## src/rtl/pixel_pkg.sv

```systemverilog
// Shared types and constants for the pixel frame buffer slice.
package pixel_pkg;

  localparam int PIX_W         = 8;
  localparam int ID_W          = 8;
  localparam int PIX_PER_FRAME = 4;

  // One assembled 2x2 frame; px[0] sits in the least significant bits and
  // the sequence ID on top, which is also the layout used inside the FIFO.
  typedef struct packed {
    logic [ID_W-1:0]                      id;
    logic [PIX_PER_FRAME-1:0][PIX_W-1:0]  px;
  } frame_t;

  typedef enum logic {
    WAIT_R1 = 1'b0,
    WAIT_R2 = 1'b1
  } asm_state_t;

endpackage

```

## src/rtl/pixel_frame_fifo.sv

```systemverilog
// Circular frame FIFO: one entry holds a whole frame, level counts entries.
module pixel_frame_fifo #(
  parameter int WIDTH = 40,
  parameter int DEPTH = 4
) (
  input  logic                     clk,
  input  logic                     reset,
  input  logic                     push_i,
  input  logic                     pop_i,
  input  logic [WIDTH-1:0]         wdata_i,
  output logic [WIDTH-1:0]         rdata_o,
  output logic [$clog2(DEPTH):0]   level_o,
  output logic                     full_o,
  output logic                     empty_o
);

  localparam int PTR_W = $clog2(DEPTH);
  localparam int LVL_W = PTR_W + 1;

  logic [WIDTH-1:0] mem_q [DEPTH];
  logic [PTR_W-1:0] wrPtr_q, wrPtr_d;
  logic [PTR_W-1:0] rdPtr_q, rdPtr_d;
  logic [LVL_W-1:0] level_q, level_d;
  logic             doPush, doPop;

  assign full_o  = (level_q == LVL_W'(DEPTH));
  assign empty_o = (level_q == '0);
  assign doPop   = pop_i & ~empty_o;
  // A full FIFO still accepts a push when the head leaves in the same cycle.
  assign doPush  = push_i & (~full_o | doPop);

  assign rdata_o = mem_q[rdPtr_q];
  assign level_o = level_q;

  // Pointer and level next-state; depth is a power of two so pointers wrap naturally.
  always_comb begin
    wrPtr_d = wrPtr_q;
    rdPtr_d = rdPtr_q;
    level_d = level_q;
    if (doPush) wrPtr_d = wrPtr_q + PTR_W'(1);
    if (doPop)  rdPtr_d = rdPtr_q + PTR_W'(1);
    case ({doPush, doPop})
      2'b10:   level_d = level_q + LVL_W'(1);
      2'b01:   level_d = level_q - LVL_W'(1);
      default: level_d = level_q;
    endcase
  end

  // Control registers; the storage array below is left unreset on purpose.
  always_ff @(posedge clk or posedge reset) begin
    if (reset) begin
      wrPtr_q <= '0;
      rdPtr_q <= '0;
      level_q <= '0;
    end else begin
      wrPtr_q <= wrPtr_d;
      rdPtr_q <= rdPtr_d;
      level_q <= level_d;
    end
  end

  // Frame storage write port.
  always_ff @(posedge clk) begin
    if (doPush) mem_q[wrPtr_q] <= wdata_i;
  end

endmodule

```

## src/rtl/pixel_frame_buffer.sv

```systemverilog
// Captures readout registers at read-phase ends, assembles 2x2 frames,
// queues them and streams them out one pixel per valid/ready beat.
module pixel_frame_buffer
  import pixel_pkg::*;
#(
  parameter int DATA_W     = PIX_W,
  parameter int FIFO_DEPTH = 4,
  parameter int CNT_W      = ID_W
) (
  input  logic                          clk,
  input  logic                          reset,
  input  logic                          read1,
  input  logic                          read2,
  input  logic [DATA_W-1:0]             pix_in1,
  input  logic [DATA_W-1:0]             pix_in2,
  input  logic                          clear_flags,
  output logic [DATA_W-1:0]             out_data,
  output logic                          out_valid,
  input  logic                          out_ready,
  output logic                          out_last,
  output logic [CNT_W-1:0]              out_frame_id,
  output logic [$clog2(FIFO_DEPTH):0]   fifo_level,
  output logic                          overflow,
  output logic                          seq_error,
  output logic [CNT_W-1:0]              drop_count
);

  localparam int FRAME_W = PIX_PER_FRAME * DATA_W + CNT_W;
  localparam logic [1:0] LAST_IDX = 2'(PIX_PER_FRAME - 1);

  logic               read1_q, read2_q;
  logic               end1, end2;
  asm_state_t         state_q, state_d;
  logic [DATA_W-1:0]  px0_q, px1_q;
  logic [CNT_W-1:0]   id_q;
  logic               overflow_q, seqErr_q;
  logic [CNT_W-1:0]   dropCnt_q;
  logic [1:0]         idx_q;

  logic               capLow, pushReq, seqSet;
  logic               popFrame, pushOk, dropEvt;
  logic [FRAME_W-1:0] pushFrame, headFrame;
  logic               fifoFull, fifoEmpty;

  assign end1 = read1_q & ~read1;
  assign end2 = read2_q & ~read2;

  // Remember last cycle's strobes so a falling edge marks each phase end.
  always_ff @(posedge clk or posedge reset) begin
    if (reset) begin
      read1_q <= 1'b0;
      read2_q <= 1'b0;
    end else begin
      read1_q <= read1;
      read2_q <= read2;
    end
  end

  // Assembly FSM: decide capture, push and sequence-error events for this cycle.
  always_comb begin
    state_d = state_q;
    capLow  = 1'b0;
    pushReq = 1'b0;
    seqSet  = 1'b0;
    case (state_q)
      WAIT_R1: begin
        if (end1) begin
          capLow  = 1'b1;
          state_d = WAIT_R2;
        end else if (end2) begin
          seqSet = 1'b1;
        end
      end
      WAIT_R2: begin
        if (end1) begin
          capLow = 1'b1;
        end else if (end2) begin
          pushReq = 1'b1;
          state_d = WAIT_R1;
        end
      end
      default: state_d = WAIT_R1;
    endcase
    if (end1 && end2) seqSet = 1'b1;
  end

  // The second half of the frame goes straight from the bus into the FIFO.
  assign pushFrame = {id_q, pix_in2, pix_in1, px1_q, px0_q};
  assign popFrame  = out_valid & out_ready & (idx_q == LAST_IDX);
  assign pushOk    = pushReq & (~fifoFull | popFrame);
  assign dropEvt   = pushReq & ~pushOk;

  // FSM state, first-half pixels and the frame ID, which advances even on a drop.
  always_ff @(posedge clk or posedge reset) begin
    if (reset) begin
      state_q <= WAIT_R1;
      px0_q   <= '0;
      px1_q   <= '0;
      id_q    <= '0;
    end else begin
      state_q <= state_d;
      if (capLow) begin
        px0_q <= pix_in1;
        px1_q <= pix_in2;
      end
      if (pushReq) id_q <= id_q + CNT_W'(1);
    end
  end

  // Sticky flags and saturating drop counter; a new event beats a clear.
  always_ff @(posedge clk or posedge reset) begin
    if (reset) begin
      overflow_q <= 1'b0;
      seqErr_q   <= 1'b0;
      dropCnt_q  <= '0;
    end else begin
      if (dropEvt)          overflow_q <= 1'b1;
      else if (clear_flags) overflow_q <= 1'b0;
      if (seqSet)           seqErr_q <= 1'b1;
      else if (clear_flags) seqErr_q <= 1'b0;
      if (dropEvt) begin
        if (dropCnt_q != '1) dropCnt_q <= dropCnt_q + CNT_W'(1);
      end else if (clear_flags) begin
        dropCnt_q <= '0;
      end
    end
  end

  pixel_frame_fifo #(
    .WIDTH (FRAME_W),
    .DEPTH (FIFO_DEPTH)
  ) u_fifo (
    .clk     (clk),
    .reset   (reset),
    .push_i  (pushOk),
    .pop_i   (popFrame),
    .wdata_i (pushFrame),
    .rdata_o (headFrame),
    .level_o (fifo_level),
    .full_o  (fifoFull),
    .empty_o (fifoEmpty)
  );

  // Pixel index within the head frame; wraps and pops on the last beat.
  always_ff @(posedge clk or posedge reset) begin
    if (reset) begin
      idx_q <= '0;
    end else if (out_valid && out_ready) begin
      idx_q <= (idx_q == LAST_IDX) ? 2'd0 : idx_q + 2'd1;
    end
  end

  // Stream outputs; data and ID are zeroed while nothing is queued.
  always_comb begin
    out_valid    = ~fifoEmpty;
    out_data     = '0;
    out_frame_id = '0;
    out_last     = 1'b0;
    if (out_valid) begin
      out_data     = headFrame[idx_q*DATA_W +: DATA_W];
      out_frame_id = headFrame[PIX_PER_FRAME*DATA_W +: CNT_W];
      out_last     = (idx_q == LAST_IDX);
    end
  end

  assign overflow   = overflow_q;
  assign seq_error  = seqErr_q;
  assign drop_count = dropCnt_q;

endmodule

```

## config.mk

```make
export PLATFORM = sky130hd
export DESIGN_NAME = pixel_frame_buffer
export DESIGN_NICKNAME = d
export VERILOG_FILES = /design/src/rtl/pixel_pkg.sv /design/src/rtl/pixel_frame_fifo.sv /design/src/rtl/pixel_frame_buffer.sv
export SDC_FILE = /design/constraint.sdc
export NUM_CORES = 1
export LEC_CHECK = 0
export CORE_ASPECT_RATIO = 0.75
export CORE_MARGIN = 4
export CORE_UTILIZATION = 50
export CTS_BUF_LIST = sky130_fd_sc_hd__clkbuf_8 sky130_fd_sc_hd__clkbuf_16
export DETAILED_ROUTE_END_ITERATION = 10
export MAX_ROUTING_LAYER = met4
export PLACE_DENSITY_LB_ADDON = 0.25
export SYNTH_ARGS = -nofsm -noshare
export SYNTH_HDL_FRONTEND = slang
export SYNTH_SLANG_ARGS = --single-unit
```

## constraint.sdc

```tcl
create_clock -name clk -period 3.16 [get_ports clk]
set_input_delay 0.316 -clock clk [delete_from_list [all_inputs] [get_ports clk]]
set_output_delay 0.316 -clock clk [all_outputs]
set_load 0.1 [all_outputs]
```

==> run metrics <==
outcome finished, final reports clean; CP max-delay cell dfrtp_1; worst slack, placed 0.555 ns; Synth cell types 48; PD cells 991 nW/um2; Leak 0.00351 uW; final WL roughly 15000 um; critical-path cell list nor3_4, inv_1, and3_1, a22oi_1, nand2_1, buf_12; Pint ~6000 uW; TNS Setup 0 ns; met2 routed WL slightly above 7000 um; CP Data Required Time 2.84 ns; gr usage total 0.170; Relative slew margins 0.345; most frequent cells in the layout edfxtp_1, dfrtp_1, clkdlybuf4s50_1; startpoint type of the worst setup path register; maximum root-to-sink buffer count 3; sequential area share after synthesis 0.720; asr flop ratio synth 0.223; worst vdd ir 0.751 mV; pin count of the biggest net entering global routing ~40; drt pass-1 iters 4; Post-synth EDFFs 160; first-pass GRT wire length 24000 um; P&R area growth vs syn 19.4%; DIE WIDTH 157 um; period utilization 0.902; post-synthesis instance total ~430; post-synthesis adder-cell area fraction 0.0145; Worst Max-Slew Pin Slew 0.980 ns; CTS Hold Bufs 0; Inst Count DP 685; Seq pwr share 0.355; Clock Power Share 0.230; clock skew about 0.0077 ns; r2r startpoint idx_q[0]; die height 119 um; Residual DRC 0; XOR/XNOR Fraction of Synth Area 0.0138; Site Rows 40; fmax 0.351 GHz; Sw Ratio 0.380; final cell count without fillers 720; post-DP HPWL slightly above 9000 um; Top FF cell, synth edfxtp_1; Antenna Diode Count 0; DRT met1 WL 6930 um; fin worst setup slack 0.310 ns; crit path time final 2.85 ns; fillers 1133; wire length on met3 662 um; CP Max Fanout 13; CTS tree yes; Final Net Count ~530; endpoints failing hold 0; mux cell area share after synthesis 0.141; main combinational cell family by area after synthesis multiplexers; GRT overflow 0; RSZ-0062 raised after global routing no; Arr. time, crit path 2.53 ns; Worst Hold Slack 0.242 ns; post-DR vias/cell 5.72; Synth Area in Compound Gates 0.0313; Comb power frac 0.415; Initial Utilization 0.513; Routability Congestion between 0.7 and 0.8; Crit path buffers/inverters 2; Yosys warning total 0; sw power 3720 uW; Critical Path Sink Type output pin; post-CTS resize count 0; worst flop-to-flop path endpoint u_fifo.level_o[2]; reg2reg path depth 11; Root Buffer clkbuf_16; Initial DRC Count 329; WL/cell 20.7 um; Post-Synth Simple-Gate Area 0.0567; CTS H-tree lvls 1; CP delay by family, top simple AND/OR/NAND/NOR gates; WS Path Type reg -> out; initial antenna violation count 0; final setup violation count 0; post-placement cell area just over 9000 um2; Core ar. 16100 um2; class of the worst hold path in -> async; syn nets 458; Worst-path clk slew 0.06 ns; share of cells above drive strength 1 0.237; Num CTS Buffers 20; die area 18700 um2; Slew Limit Fails 0; via count 4117; via count of the first global-routing pass between 4000 and 5000; syn_area_per_cell 19.4 um2; top routing layer in use met4; Yosys reg bits roughly 200; Critical Path Start u_fifo.level_o[0]; max cap viols 0; cell area after layout 9880 um2; worst reg2reg setup slack slightly above 0.6 ns; buffers added on ports 52; Worst-Skew Late Latency 0.48 ns; post-CTS setup buffer count 0; antenna-violating nets left 0; Post-Syn Area between 8000 and 9000 um2; clk sinks 206; num ports 53; commonest non-fill, non-tap cell in the layout edfxtp_1; Worst path max stage delay 0.45 ns
[worst register-to-register path, delay by kind of cell, from the launching register on]
family / cells / cell delay (ns)
DFF: 1 / 0.46
xor gates and xnor gates: 2 / 0.30
adders and majority gates: 3 / 0.82
and+or+nand+nor: 4 / 0.77
buffers and inverters: 2 / 0.13
[power groups by stage]
| stage | registers (uW) | logic (uW) | clock network, uW |
|---|---|---|---|
| final | 3470 | 4070 | 2250 |
| after detailed placement | 3530 | 4120 | 0 |
| after floorplan | 3570 | 2720 | 0 |
| after global placement | 3510 | 4100 | 0 |
| after CTS | 3480 | 4130 | 2310 |
| after global routing | 3510 | 4280 | 2430 |
[state kept, by name, summed over array words and instances, names as in the netlist, 3 cells and up]
| name | count |
|---|---|
| drop_count | 8 |
| id_q | 8 |
| px0_q | 8 |
| px1_q | 8 |
| u_fifo.level_o | 3 |
| u_fifo.mem_q | 160 |
[final cells by class]
type / count / area [um2] / share of cell area
Clock inverter: 12 / 73.8 / 0.00747
Timing Repair Buffer: 66 / 846 / 0.0856
Tap cell: 210 / 263 / 0.0266
Inverter: 13 / 48.8 / 0.00494
Multi-Input combinational cell: 190 / 2140 / 0.216
Clock buffer: 23 / 553 / 0.0560
Sequential cell: 206 / 5960 / 0.603
[how the worst max path moves through the flow]
stage | to | depth (start not counted)
after floorplan | out_frame_id[0] | 4
after global placement | u_fifo.level_o[2] | 11
final | out_data[2] | 6
after global routing | out_data[2] | 6
after CTS | out_data[2] | 6
after detailed placement | u_fifo.level_o[2] | 11
[synthesized netlist by cell type (3+ instances only)]
cell / count / area, um2
nor2b_1: 3 / 18.8
and2_1: 11 / 68.8
nor3_1: 3 / 15.0
xnor2_1: 10 / 87.6
xor2_1: 3 / 26.3
nand2_1: 18 / 67.6
clkbuf_1: 3 / 11.3
dfrtp_1: 46 / 1150
edfxtp_1: 160 / 4800
buf_2: 3 / 15.0
mux4_1: 14 / 368
mux4_2: 26 / 586
ha_1: 8 / 100
buf_1: 3 / 11.3
o311ai_0: 3 / 26.3
a22oi_1: 16 / 120
nand3_1: 4 / 20.0
a311oi_1: 3 / 26.3
buf_4: 3 / 22.5
nand4_1: 9 / 56.3
a31oi_1: 3 / 18.8
and3_1: 9 / 56.3
mux2_2: 17 / 191
nor2_1: 6 / 22.5
buf_6: 4 / 45.0
inv_1: 13 / 48.8
[stage by stage]
| step | utilization | total power (uW) |
|---|---|---|
| final | 0.613 | 9790 |
| after global routing | 0.613 | 10200 |
| after CTS | 0.613 | 9910 |
| after detailed placement | 0.574 | 7650 |
| after global placement | 0.574 | 7610 |
| after floorplan | - | 6290 |
[kinds of logic (layout without fill, tap and decap cells)]
| family | count (synthesis) | after routing |
|---|---|---|
| buf+inv | 31 | 114 |
| fa+ha+maj | 9 | 9 |
| flops | 206 | 206 |
| simple gates | 75 | 75 |
| compound gates | 34 | 34 |
| mux | 59 | 59 |
| xor+xnor | 13 | 13 |
[per-layer routing]
layer / vias up / GRT usage
met5: - / -
met4: 0 / 0.0423
met3: 24 / 0.0276
met2: 92 / 0.250
met1: 2140 / 0.252
li1: 1861 / -
(Power assumes the default switching activity.)
